--- src/rtl/logic_op_pkg.sv ---
// Shared op encodings and the bitwise result function used by both the
// combinational path and the first pipeline stage.
package logic_op_pkg;

   typedef logic [1:0] op_t;

   localparam op_t OP_AND  = 2'b00;
   localparam op_t OP_OR   = 2'b01;
   localparam op_t OP_XOR  = 2'b10;
   localparam op_t OP_NAND = 2'b11;

   // Per-bit so callers of any width can apply it across a vector.
   function automatic logic op_bit(input logic a, input logic b, input op_t op);
      logic r;
      case (op)
         OP_AND:  r = a & b;
         OP_OR:   r = a | b;
         OP_XOR:  r = a ^ b;
         OP_NAND: r = ~(a & b);
         default: r = 1'b0;
      endcase
      return r;
   endfunction

endpackage

--- src/rtl/logic_op_stage.sv ---
// One elastic register stage: on load it takes the upstream valid/data;
// data is only overwritten when the incoming slot is valid.
module logic_op_stage #(
   parameter int WIDTH = 8
) (
   input  logic             clk,
   input  logic             rst_n,
   input  logic             ld_i,
   input  logic             vld_i,
   input  logic [WIDTH-1:0] dat_i,
   output logic             vld_o,
   output logic [WIDTH-1:0] dat_o
);

   logic             vld_q, vld_d;
   logic [WIDTH-1:0] dat_q, dat_d;

   always_comb begin
      vld_d = vld_q;
      dat_d = dat_q;
      if (ld_i) begin
         vld_d = vld_i;
         if (vld_i) dat_d = dat_i;
      end
   end

   always_ff @(posedge clk) begin
      if (!rst_n) begin
         vld_q <= 1'b0;
         dat_q <= '0;
      end else begin
         vld_q <= vld_d;
         dat_q <= dat_d;
      end
   end

   assign vld_o = vld_q;
   assign dat_o = dat_q;

endmodule

--- src/rtl/logic_op_pipe.sv ---
// Bitwise AND/OR/XOR/NAND unit with a combinational result and a
// STAGES-deep valid/ready pipelined result plus an accept counter.
module logic_op_pipe
   import logic_op_pkg::*;
#(
   parameter int WIDTH  = 8,
   parameter int STAGES = 2,
   parameter int CNT_W  = 16
) (
   input  logic             clk,
   input  logic             rst_n,
   input  logic             in_valid,
   output logic             in_ready,
   input  logic [WIDTH-1:0] a,
   input  logic [WIDTH-1:0] b,
   input  logic [1:0]       op,
   output logic [WIDTH-1:0] y_comb,
   output logic             out_valid,
   input  logic             out_ready,
   output logic [WIDTH-1:0] y,
   output logic             y_zero,
   output logic [CNT_W-1:0] op_count
);

   logic [STAGES-1:0]            vld;
   logic [STAGES-1:0][WIDTH-1:0] dat;
   logic [STAGES-1:0]            up_vld;
   logic [STAGES-1:0][WIDTH-1:0] up_dat;
   logic [STAGES:0]              rdy;
   logic [CNT_W-1:0]             cnt_q, cnt_d;
   logic                         accept;

   always_comb begin
      y_comb = '0;
      for (int i = 0; i < WIDTH; i++) y_comb[i] = op_bit(a[i], b[i], op);
   end

   // rdy[k]: stage k may load this cycle (empty, or its contents advance).
   always_comb begin
      rdy         = '0;
      rdy[STAGES] = out_ready;
      for (int k = STAGES - 1; k >= 0; k--) rdy[k] = !vld[k] || rdy[k+1];
   end

   always_comb begin
      up_vld    = '0;
      up_dat    = '0;
      up_vld[0] = in_valid;
      up_dat[0] = y_comb;
      for (int k = 1; k < STAGES; k++) begin
         up_vld[k] = vld[k-1];
         up_dat[k] = dat[k-1];
      end
   end

   for (genvar k = 0; k < STAGES; k++) begin : g_stage
      logic_op_stage #(.WIDTH(WIDTH)) u_stage (
         .clk   (clk),
         .rst_n (rst_n),
         .ld_i  (rdy[k]),
         .vld_i (up_vld[k]),
         .dat_i (up_dat[k]),
         .vld_o (vld[k]),
         .dat_o (dat[k])
      );
   end

   assign in_ready  = rdy[0];
   assign accept    = in_valid && rdy[0];
   assign out_valid = vld[STAGES-1];
   assign y         = dat[STAGES-1];
   assign y_zero    = out_valid && (y == '0);

   always_comb begin
      cnt_d = cnt_q;
      if (accept) cnt_d = cnt_q + 1'b1;
   end

   always_ff @(posedge clk) begin
      if (!rst_n) cnt_q <= '0;
      else        cnt_q <= cnt_d;
   end

   assign op_count = cnt_q;

endmodule

--- config.mk ---
export PLATFORM = sky130hd
export DESIGN_NAME = logic_op_pipe
export DESIGN_NICKNAME = d
export VERILOG_FILES = /design/src/rtl/logic_op_pkg.sv /design/src/rtl/logic_op_stage.sv /design/src/rtl/logic_op_pipe.sv
export SDC_FILE = /design/constraint.sdc
export NUM_CORES = 1
export LEC_CHECK = 0
export ABC_AREA = 0
export BUFFER_PORTS_ARGS = -buffer_cell sky130_fd_sc_hd__buf_2
export CAP_MARGIN = 20
export CORE_ASPECT_RATIO = 1.1
export CORE_MARGIN = 3
export CORE_UTILIZATION = 35
export DETAILED_ROUTE_END_ITERATION = 6
export PLACE_DENSITY = 0.67
export SYNTH_ARGS = -nofsm -noshare
export SYNTH_HDL_FRONTEND = slang
export SYNTH_SLANG_ARGS = --single-unit
--- constraint.sdc ---
create_clock -name clk -period 2.55 [get_ports clk]
set_clock_uncertainty 0.2 [all_clocks]
set_input_delay 0.51 -clock clk [delete_from_list [all_inputs] [get_ports clk]]
set_output_delay 0.51 -clock clk [all_outputs]
set_load 0.1 [all_outputs]
# ---- Word level (Yosys, flattened, before mapping)
# Index checks and enable logic that the tools add are counted.
dict set report totals {
  ff_bits 34
}
dict set report classes {
  n_eq_ne 3
  reduce_logical 10
  add_sub_neg 1
  muxes 8
  bitwise 32
}
# operator n
set op_table {}
lappend op_table {{1-bit one-hot mux with 4 select lines} 8}
lappend op_table {{16-bit by 1-bit adder with 16-bit output, second input constant} 1}
lappend op_table {{1-bit AND} 8}
lappend op_table {{8-bit zero test} 1}
lappend op_table {{1-bit NOT} 8}
lappend op_table {{1-bit bitwise OR} 8}
lappend op_table {{1-bit bitwise XOR} 8}
lappend op_table {{2-bit == test, second input constant} 2}
lappend op_table {{2-bit AND reduction} 2}
lappend op_table {{2-bit by 1-bit == test with 1-bit output, second input constant} 1}
lappend op_table {{1-bit logical AND} 2}
lappend op_table {{1-bit zero test} 2}
lappend op_table {{2-bit zero test} 1}
lappend op_table {{1-bit logical OR} 2}

# ---- Depth between registers and ports, before layout
# Gate-level depths: netlist (run 1).
dict set report depth {
  ltp_word 4
  mapped_depth 7
  ltp_nobuf 6
}

# ---- Hierarchy
# Synthesis (run 1) repeated with hierarchy kept, for this count alone.
dict set report hier_totals {
  cells_unflattened 240
  hier_area_um2 2068.2
}
# mod area_per_inst_um2 n_inst seq_area_each_um2 cells_per_inst
set modules_own_cells {}
lappend modules_own_cells {logic_op_pipe 1347.5 1 320.3 158}
lappend modules_own_cells {logic_op_stage 360.3 2 180.2 41}

# ---- Worst setup path before layout (run 1)
# OpenSTA, ideal clock, no wires.
dict set report synth_timing {
  path_kind {reg2out}
  start {register g_stage[1].u_stage.vld_q}
  end {output port y_zero}
  path_buffers 0
  setup_slack_ns -2.197
  stages_incl_launch_ff 3
  required_time_ns 1.840
  arrival_time_ns 4.037
  path_cell_list {dfxtp_1 -> inv_1 -> nor4_1}
}
dict set report synth_between {
  elab_chain_len 1
}
# item line_no
set synth_rtl {}
lappend synth_rtl {{start: declaration} logic_op_stage.sv:15} ;# logic vld_q, vld_d;
lappend synth_rtl {{start signal: assignment} logic_op_stage.sv:32} ;# vld_q <= vld_d;
lappend synth_rtl {{1-bit logical AND} logic_op_pipe.sv:72} ;# assign y_zero = out_valid && (y == '0);
lappend synth_rtl {{end: declaration} logic_op_pipe.sv:21} ;# output logic y_zero,
# No other way between the ends.

# ---- Worst setup path in the final report (run 1)
dict set report layout_timing {
  start {register g_stage[1].u_stage.dat_q[3]}
  end {output port y_zero}
}
dict set report layout_between {
  elab_chain_len 2
}
# item line_no
set layout_rtl {}
lappend layout_rtl {{start: declaration} logic_op_stage.sv:16} ;# logic [WIDTH-1:0] dat_q, dat_d;
lappend layout_rtl {{start signal: assignment} logic_op_stage.sv:33} ;# dat_q <= dat_d;
lappend layout_rtl {{8-bit zero test} logic_op_pipe.sv:72}
lappend layout_rtl {{1-bit logical AND} logic_op_pipe.sv:72}
# No other way between the ends.

==> run_results.csv, run 1 <==
group,metric,value,unit
outcome,outcome,"finished, final reports clean",
logic_synthesis,yosysSeqAreaShare,0.346,
finish,layout_common_cells,"buf_2, dfxtp_1, nand2_1",
min_path,min_to,"g_stage[0].u_stage.dat_o[5]",
place,dp_cells,344,
timing,fin_crit,2.41,ns
grt,grt_pass1_vias,1619,
worst_setup_path,crit_arrival,1.70,ns
logic_synthesis,synth-seq-cells,34,
logic_synthesis,yosysUniqueCellTypes,33,
worst_setup_path,cp-end-kind,"output pin",
logic_synthesis,synth_enable_flop_cells,0,
die,io_pins,57,
worst_setup_path,crit_start,"g_stage[1].u_stage.dat_o[3]",
die,initial_core_util,0.364,
die,fp.dieArea,0.00655,mm2
timing,setup_slack,0.143,ns
die,core_area,0.00540,mm2
clock_tree,cts-root-buf,"clkbuf_8",
worst_setup_path,cp_max_fo,3,
min_path,hold_depth,2,
logic_synthesis,syn-num-nets,264,
routing,drt_iter0_drc,64,
logic_synthesis,syn_area_per_cell,8.74,um2
logic_synthesis,ys.flop_type,"dfxtp_1",
grt,grt_overflow,0,
timing,setup_viol,0,
clock_tree,clock_path_buffers,2,
clock_tree,post_cts_buffers,0,
finish,diodes,0,
place,dp_slack,0.198,ns
routing,antenna_left,0,
clock_tree,cts.hold.buffers_added,0,
timing,min_period_over_period,0.944,
finish,nets,315,
place,place_hpwl,3.28,mm
clock_tree,cts_tree,"yes",
worst_setup_path,r2r_end,"op_count[14]",
grt,antenna_found_initial,0,
place,numPortBuffers,56,
timing,hold_violations,0,
finish,instances_no_fill,352,
die,fp.dieW,77.5,um
logic_synthesis,async_flop_share,0,
grt,grt_max_degree,33,
logic_synthesis,yosysWarnings,0,
worst_setup_path,reg2reg_depth,4,
clock_tree,clock_latency,0.29,ns
logic_synthesis,yosysTopAreaCell,"dfxtp_1",
timing,relSlewSlack,0.674,
finish,nFillCells,547,
die,num_rows,28,
power_and_ir_drop,max-vdd-ir-drop,276,uV
worst_setup_path,worstSetupStartpointType,"flop",
finish,register_area,684,um2
finish,area_delta_synth_final,35.0,%
timing,maxSlewViolCount,0,
logic_synthesis,syn_inst,225,
clock_tree,cts_resized,0,
finish,drive_gt1_frac,0.329,
min_path,min_from,"g_stage[0].u_stage.dat_o[5]",
routing,drt_wl_total,4.17,mm
logic_synthesis,netlist_area,0.00197,mm2
finish,layout_commonest_cell,"buf_2",
power_and_ir_drop,p_leak,0.00127,uW
timing,max_freq,416,MHz
routing,vias,1661,
routing,drcViolationCount,0,
grt,gr-usage-all-layers,0.132,
die,die_h,84.6,um
min_path,holdCritPathClass,"flop to flop",
timing,rsz0062_at_grt,"false",
run,timing.max_cap.violations,0,
finish,multi_input_area,0.00122,mm2
power_and_ir_drop,finalPower,1500,uW
worst_setup_path,r2r_setup_slack,0.68,ns
power_and_ir_drop,cellPowerDensity,566,mW/mm2
clock_tree,clock_sinks,34,
grt,grt_first_pass_wirelength,7.10,mm
clock_tree,clkTransAtPathRegs,0.07,ns
routing,dr.pass1.iters,4,
logic_synthesis,synthTopCellsByArea,"dfxtp_1, mux2i_1, ha_1",
worst_setup_path,cp.required,1.84,ns
timing,worstMarginPinSlew,0.492,ns
place,gp_routability_congestion,0.722,
clock_tree,cts_htree_levels,2,
worst_setup_path,r2r_start,"g_stage[1].u_stage.vld_o",
clock_tree,cts_buffers,5,
routing,vias_per_cell,4.72,
routing,wl_per_cell,11.8,um
worst_setup_path,worstSetupPathType,"flop to output pin",
logic_synthesis,yosys.area.top_type_share,0.346,
worst max path at each step:
stage / to / cells after the start
after floorplan: y_zero / 2
after global placement: y_comb[0] / 4
after detailed placement: y_comb[0] / 4
after CTS: y_zero / 3
after global routing: y_zero / 3
final: y_zero / 3
flip-flops by register name (all words and copies together), names as in the netlist:
name and cells:
g_stage.u_stage.dat_o 16, g_stage.u_stage.vld_o 2, op_count 16
critical path, stage by stage, from the launching register on:
cell and delay, ns:
dfxtp_1 0.33, or4_1 0.58, nor4_4 0.29, buf_12 0.21
cells in the mapped netlist (4+ instances only):
master    instances
a21oi_1          14
mux2i_1          25
or3_1             4
xnor2_1           4
xor2_1            5
buf_4             8
nand3_1           7
nand4_1           6
nand2_1          23
mux2_2            8
nor2_1           20
ha_1             17
inv_1            19
dfxtp_1          34
clkbuf_1          5
routing by layer:
layer	global-route usage	part of all wire
met1	0.155	0.45
met2	0.222	0.46
met3	0.0418	0.069
met4	0.0534	0.017
met5	0	0
cell families (layout without fill, tap and decap cells):
kind of cell | after synthesis | count (layout) | synth area share
flops | 34 | 34 | 0.346
fa+ha+maj | 17 | 17 | 0.108
simple gates | 75 | 75 | 0.188
compound gates | 20 | 20 | 0.0535
mux | 33 | 33 | 0.173
xor+xnor | 9 | 9 | 0.0401
buf+inv | 37 | 89 | 0.0910
cell type report:
type	instances	area share
tap	75	0.0354
multi-input combinational	154	0.460
inverter	20	0.0283
sequential	34	0.258
clock inverter	3	0.0170
timing repair buffer	61	0.175
clock buffer	5	0.0259
report_power, final:
| group | internal (uW) | total, uW | switching, uW |
|---|---|---|---|
| combinational | 155 | 446 | 291 |
| sequential | 551 | 564 | 13.1 |
| clock | 290 | 493 | 202 |
per-stage QoR:
stage / hold WS (ns) / setup TNS, ns / utilization / cell area, um2
5_1_grt: 0.273 / 0 / 0.492 / 2650
6_report: 0.259 / 0 / 0.492 / 2650
4_1_cts: 0.260 / 0 / 0.492 / 2650
3_3_place_gp: 0.246 / 0 / 0.471 / 2540
3_5_place_dp: 0.249 / 0 / 0.471 / 2540
2_1_floorplan: 0.236 / -0.0787 / - / 2100
Power figures use the tool's default switching activity.
==> inputs of run 2 (changes only) <==
MAX_ROUTING_LAYER = met4   (was unset)
clock period = 2.25 ns   (was 2.55 ns; I/O delays follow)
==> run_results.csv, run 2 (same netlist as run 1, synthesis figures left out) <==
group,metric,value,unit
outcome,outcome,"finished, final reports clean",
clock_tree,clock_latency,0.28,ns
finish,nets,317,
die,io_pins,57,
grt,grt_overflow,0,
routing,drt_iter0_drc,60,
routing,drcViolationCount,0,
clock_tree,clock_sinks,34,
worst_setup_path,cp.required,1.60,ns
grt,gr-usage-all-layers,0.140,
routing,vias_per_cell,4.76,
place,dp_cells,345,
run,timing.max_cap.violations,0,
worst_setup_path,crit_arrival,1.58,ns
grt,grt_pass1_vias,1704,
routing,drt_wl_total,4.15,mm
finish,instances_no_fill,354,
timing,fin_crit,2.23,ns
timing,setup_slack,0.0170,ns
place,dp_slack,0.122,ns
worst_setup_path,worstSetupPathType,"flop to output pin",
power_and_ir_drop,cellPowerDensity,595,mW/mm2
timing,min_period_over_period,0.992,
worst_setup_path,slowest_stage,"or4_4",
worst_setup_path,cp.buffers_inverters,1,
place,gp_routability_congestion,0.749,
timing,maxSlewViolCount,0,
grt,grt_first_pass_wirelength,7.28,mm
die,die_h,84.6,um
timing,worstMarginPinSlew,0.504,ns
grt,grt_max_degree,27,
grt,antenna_found_initial,0,
die,num_rows,28,
finish,layout_common_cells,"buf_2, nand2_1, nor2_1",
clock_tree,clock_path_buffers,2,
die,core_area,0.00540,mm2
clock_tree,cts_htree_levels,2,
die,fp.dieW,77.5,um
clock_tree,cts-root-buf,"clkbuf_8",
worst_setup_path,worstSetupStartpointType,"flop",
worst_setup_path,cp-end-kind,"output pin",
timing,rsz0062_at_grt,"true",
timing,relSlewSlack,0.667,
power_and_ir_drop,finalPower,1610,uW
power_and_ir_drop,max-vdd-ir-drop,282,uV
place,numPortBuffers,56,
clock_tree,cts_tree,"yes",
routing,antenna_left,0,
worst_setup_path,cp_cell_sequence,"or4_4 > nor4_4 > buf_12",
routing,wl_per_cell,11.7,um
timing,setup_viol,0,
finish,layout_commonest_cell,"buf_2",
finish,diodes,0,
finish,utilization,0.502,
clock_tree,cts_buffers,5,
die,fp.dieArea,0.00655,mm2
min_path,holdCritPathClass,"flop to flop",
routing,vias,1684,
worst_setup_path,max_stage_delay,0.54,ns
power_and_ir_drop,p_leak,0.00130,uW
worst_setup_path,cp_max_fo,2,
timing,max_freq,448,MHz
finish,area_delta_synth_final,37.9,%
finish,drive_gt1_frac,0.380,
die,initial_core_util,0.364,
clock_tree,clkTransAtPathRegs,0.07,ns
place,place_hpwl,3.27,mm
worst_setup_path,cp_top_family,"simple AND/OR/NAND/NOR gates",
timing,hold_violations,0,
routing,dr.pass1.iters,4,
-- run 2: cell count changes in the layout (fill, tap and decap cells not counted), sizes merged --
| cell | previous run | this run |
|---|---|---|
| buf | 61 | 63 |
| bufinv | 1 | 0 |
| clkbuf | 5 | 7 |
| clkinv | 0 | 1 |
| clkinvlp | 2 | 0 |
-- run 2: worst paths after layout --
check	start	to	slack, ns	cells after the start
setup / recovery	g_stage[1].u_stage.dat_o[6]	y_zero	0.02	3
hold / removal	g_stage[0].u_stage.dat_o[7]	g_stage[0].u_stage.dat_o[7]	0.25	2
setup reg to reg	g_stage[1].u_stage.vld_o	op_count[14]	0.35	4
hold reg to reg	g_stage[0].u_stage.dat_o[7]	g_stage[0].u_stage.dat_o[7]	0.25	2
-- run 2: timing repair --
| item | in CTS | in global routing |
|---|---|---|
| setup endpoints to repair | 1 | 1 |
| resized for setup | 3 | 2 |
| pin swaps | 2 | 0 |
| hold buffers | 0 | 0 |
| setup buffers | 1 | 0 |
-- run 2: per-stage QoR --
step	hold WS, ns	instance area [um2]	setup TNS [ns]
after floorplan	0.236	2150	-0.387
after CTS	0.254	2710	0
after detailed placement	0.246	2600	0
after global placement	0.244	2600	0
final	0.254	2710	0
after global routing	0.273	2710	-0.0192
-- run 2: final cells by class --
type	count	area, um2
clock buffers	7	86.3
repair buffers	63	508
multi-input cells	154	1240
flip-flops and latches	34	699
fillers	541	2690
clock inverters	1	5.00
inverters	20	80.1
well taps	75	93.8
-- run 2: power breakdown --
part | leakage [uW] | internal [uW] | switching [uW] | total, uW
registers | 0.000284 | 625 | 14.7 | 639
logic | 0.000973 | 184 | 331 | 515
clock network | 0.0000482 | 247 | 212 | 459
total | 0.00130 | 1060 | 558 | 1610
-- run 2: metal layers --
layer  track usage  vias up  part of all wire
met1         0.162      765              0.45
met3        0.0311        6             0.056
met4        0.0583        0             0.021
li1              -      867                 -
met2         0.232       46              0.47
met5             -        -                 0
-- run 2: worst reg2reg max path, delay by kind of cell (launching register included) --
family,cells,cell delay [ns]
compound gates,1,0.14
flops,1,0.34
simple gates,3,1.17
==> inputs of run 3 (changes only) <==
MAX_ROUTING_LAYER = unset   (was met4)
==> run_results.csv, run 3 (same netlist as run 1, synthesis figures left out) <==
group,metric,value,unit
routing,vias_per_cell,4.76,
die,initial_core_util,0.364,
die,fp.dieArea,0.00655,mm2
worst_setup_path,cp.buffers_inverters,1,
finish,layout_commonest_cell,"buf_2",
die,die_h,84.6,um
routing,drt_iter0_drc,59,
power_and_ir_drop,p_leak,0.00130,uW
place,gp_routability_congestion,0.740,
worst_setup_path,cp_max_fo,2,
worst_setup_path,r2r_start,"g_stage[1].u_stage.vld_o",
finish,nets,317,
routing,antenna_left,0,
grt,grt_overflow,0,
place,dp_slack,0.122,ns
timing,hold_violations,0,
clock_tree,cts_htree_levels,2,
timing,maxSlewViolCount,0,
timing,rsz0062_at_grt,"true",
worst_setup_path,worstSetupStartpointType,"flop",
die,fp.dieW,77.5,um
worst_setup_path,worstSetupPathType,"flop to output pin",
timing,max_freq,448,MHz
place,place_hpwl,3.27,mm
timing,min_period_over_period,0.993,
worst_setup_path,cp.required,1.60,ns
grt,grt_pass1_vias,1705,
finish,utilization,0.502,
die,core_area,0.00540,mm2
timing,relSlewSlack,0.667,
worst_setup_path,slowest_stage,"or4_4",
worst_setup_path,crit_arrival,1.58,ns
timing,worstMarginPinSlew,0.504,ns
clock_tree,cts_buffers,5,
grt,antenna_found_initial,0,
worst_setup_path,r2r_setup_slack,0.35,ns
timing,fin_crit,2.23,ns
routing,dr.pass1.iters,4,
grt,grt_max_degree,27,
worst_setup_path,r2r_end,"op_count[14]",
worst_setup_path,cp_cell_sequence,"or4_4 > nor4_4 > buf_12",
timing,setup_viol,0,
clock_tree,cts-root-buf,"clkbuf_8",
routing,wl_per_cell,11.7,um
clock_tree,clock_sinks,34,
clock_tree,cts_tree,"yes",
die,io_pins,57,
clock_tree,clkTransAtPathRegs,0.07,ns
worst_setup_path,cp-end-kind,"output pin",
clock_tree,clock_path_buffers,2,
min_path,hold_depth,2,
place,numPortBuffers,56,
finish,drive_gt1_frac,0.380,
worst_setup_path,reg2reg_depth,4,
grt,grt_first_pass_wirelength,7.28,mm
finish,area_delta_synth_final,37.9,%
min_path,holdCritPathClass,"flop to flop",
timing,setup_slack,0.0158,ns
finish,diodes,0,
routing,vias,1685,
power_and_ir_drop,max-vdd-ir-drop,282,uV
worst_setup_path,max_stage_delay,0.54,ns
min_path,min_from,"g_stage[0].u_stage.dat_o[7]",
worst_setup_path,crit_start,"g_stage[1].u_stage.dat_o[6]",
outcome,outcome,"finished, final reports clean",
min_path,min_to,"g_stage[0].u_stage.dat_o[7]",
power_and_ir_drop,cellPowerDensity,595,mW/mm2
die,num_rows,28,
routing,drcViolationCount,0,
routing,drt_wl_total,4.14,mm
grt,gr-usage-all-layers,0.136,
run,timing.max_cap.violations,0,
worst_setup_path,cp_top_family,"simple AND/OR/NAND/NOR gates",
finish,layout_common_cells,"buf_2, nand2_1, nor2_1",
clock_tree,clock_latency,0.28,ns
finish,nFillCells,541,
-- run 3: cell counts in the layout (fill, tap and decap cells not counted) --
Identical to the previous run, type by type.
-- run 3: what timing repair did --
item                                    CTS  global route
buffers inserted                          1             0
endpoints found under the setup margin    1             1
cloned                                    0             0
resized for setup                         3             2
pin swaps                                 2             0
hold buffers                              0             0
-- run 3: worst max path at each step --
stage / cells after the start / end
after floorplan: 2 / y_zero
after global placement: 5 / y_comb[4]
after detailed placement: 5 / y_comb[2]
after CTS: 3 / y_zero
after global routing: 3 / y_zero
final: 3 / y_zero
-- run 3: cell type report --
type / count / area [um2] / area share
Clock inverter: 1 / 5.00 / 0.00185
Multi-Input combinational cell: 154 / 1240 / 0.457
Clock buffer: 7 / 86.3 / 0.0319
Tap cell: 75 / 93.8 / 0.0346
Inverter: 20 / 80.1 / 0.0295
Sequential cell: 34 / 699 / 0.258
Timing Repair Buffer: 63 / 508 / 0.187
-- run 3: worst register-to-register path, delay by kind of cell (launching register included) --
kind               cells  cell delay, ns
DFF                    1            0.34
and+or+nand+nor        3            1.17
AOI/OAI and AO/OA      1            0.14
-- run 3: per-layer routing --
metal / wire [um] / part of all wire / up-vias / track usage
met2: 1950 / 0.47 / 48 / 0.232
met3: 297 / 0.072 / 6 / 0.0418
li1: - / - / 867 / -
met5: 0 / 0 / - / 0
met1: 1810 / 0.44 / 764 / 0.155
met4: 82 / 0.020 / 0 / 0.0583
-- run 3: metrics by stage --
| stage | cell area, um2 | std cells | setup TNS, ns | hold WS (ns) | power [uW] |
|---|---|---|---|---|---|
| 4_1_cts | 2710 | 354 | 0 | 0.254 | 1630 |
| 2_1_floorplan | 2150 | 225 | -0.387 | 0.236 | 1030 |
| 6_report | 2710 | 354 | 0 | 0.254 | 1610 |
| 3_3_place_gp | 2600 | 345 | 0 | 0.244 | 1160 |
| 5_1_grt | 2710 | 354 | -0.0193 | 0.273 | 1680 |
| 3_5_place_dp | 2600 | 345 | 0 | 0.246 | 1170 |
-- run 3: where the power goes --
part / switching, uW / internal (uW) / total [uW]
clock network: 213 / 247 / 459
registers: 14.7 / 625 / 639
logic: 331 / 184 / 515
total: 558 / 1060 / 1610
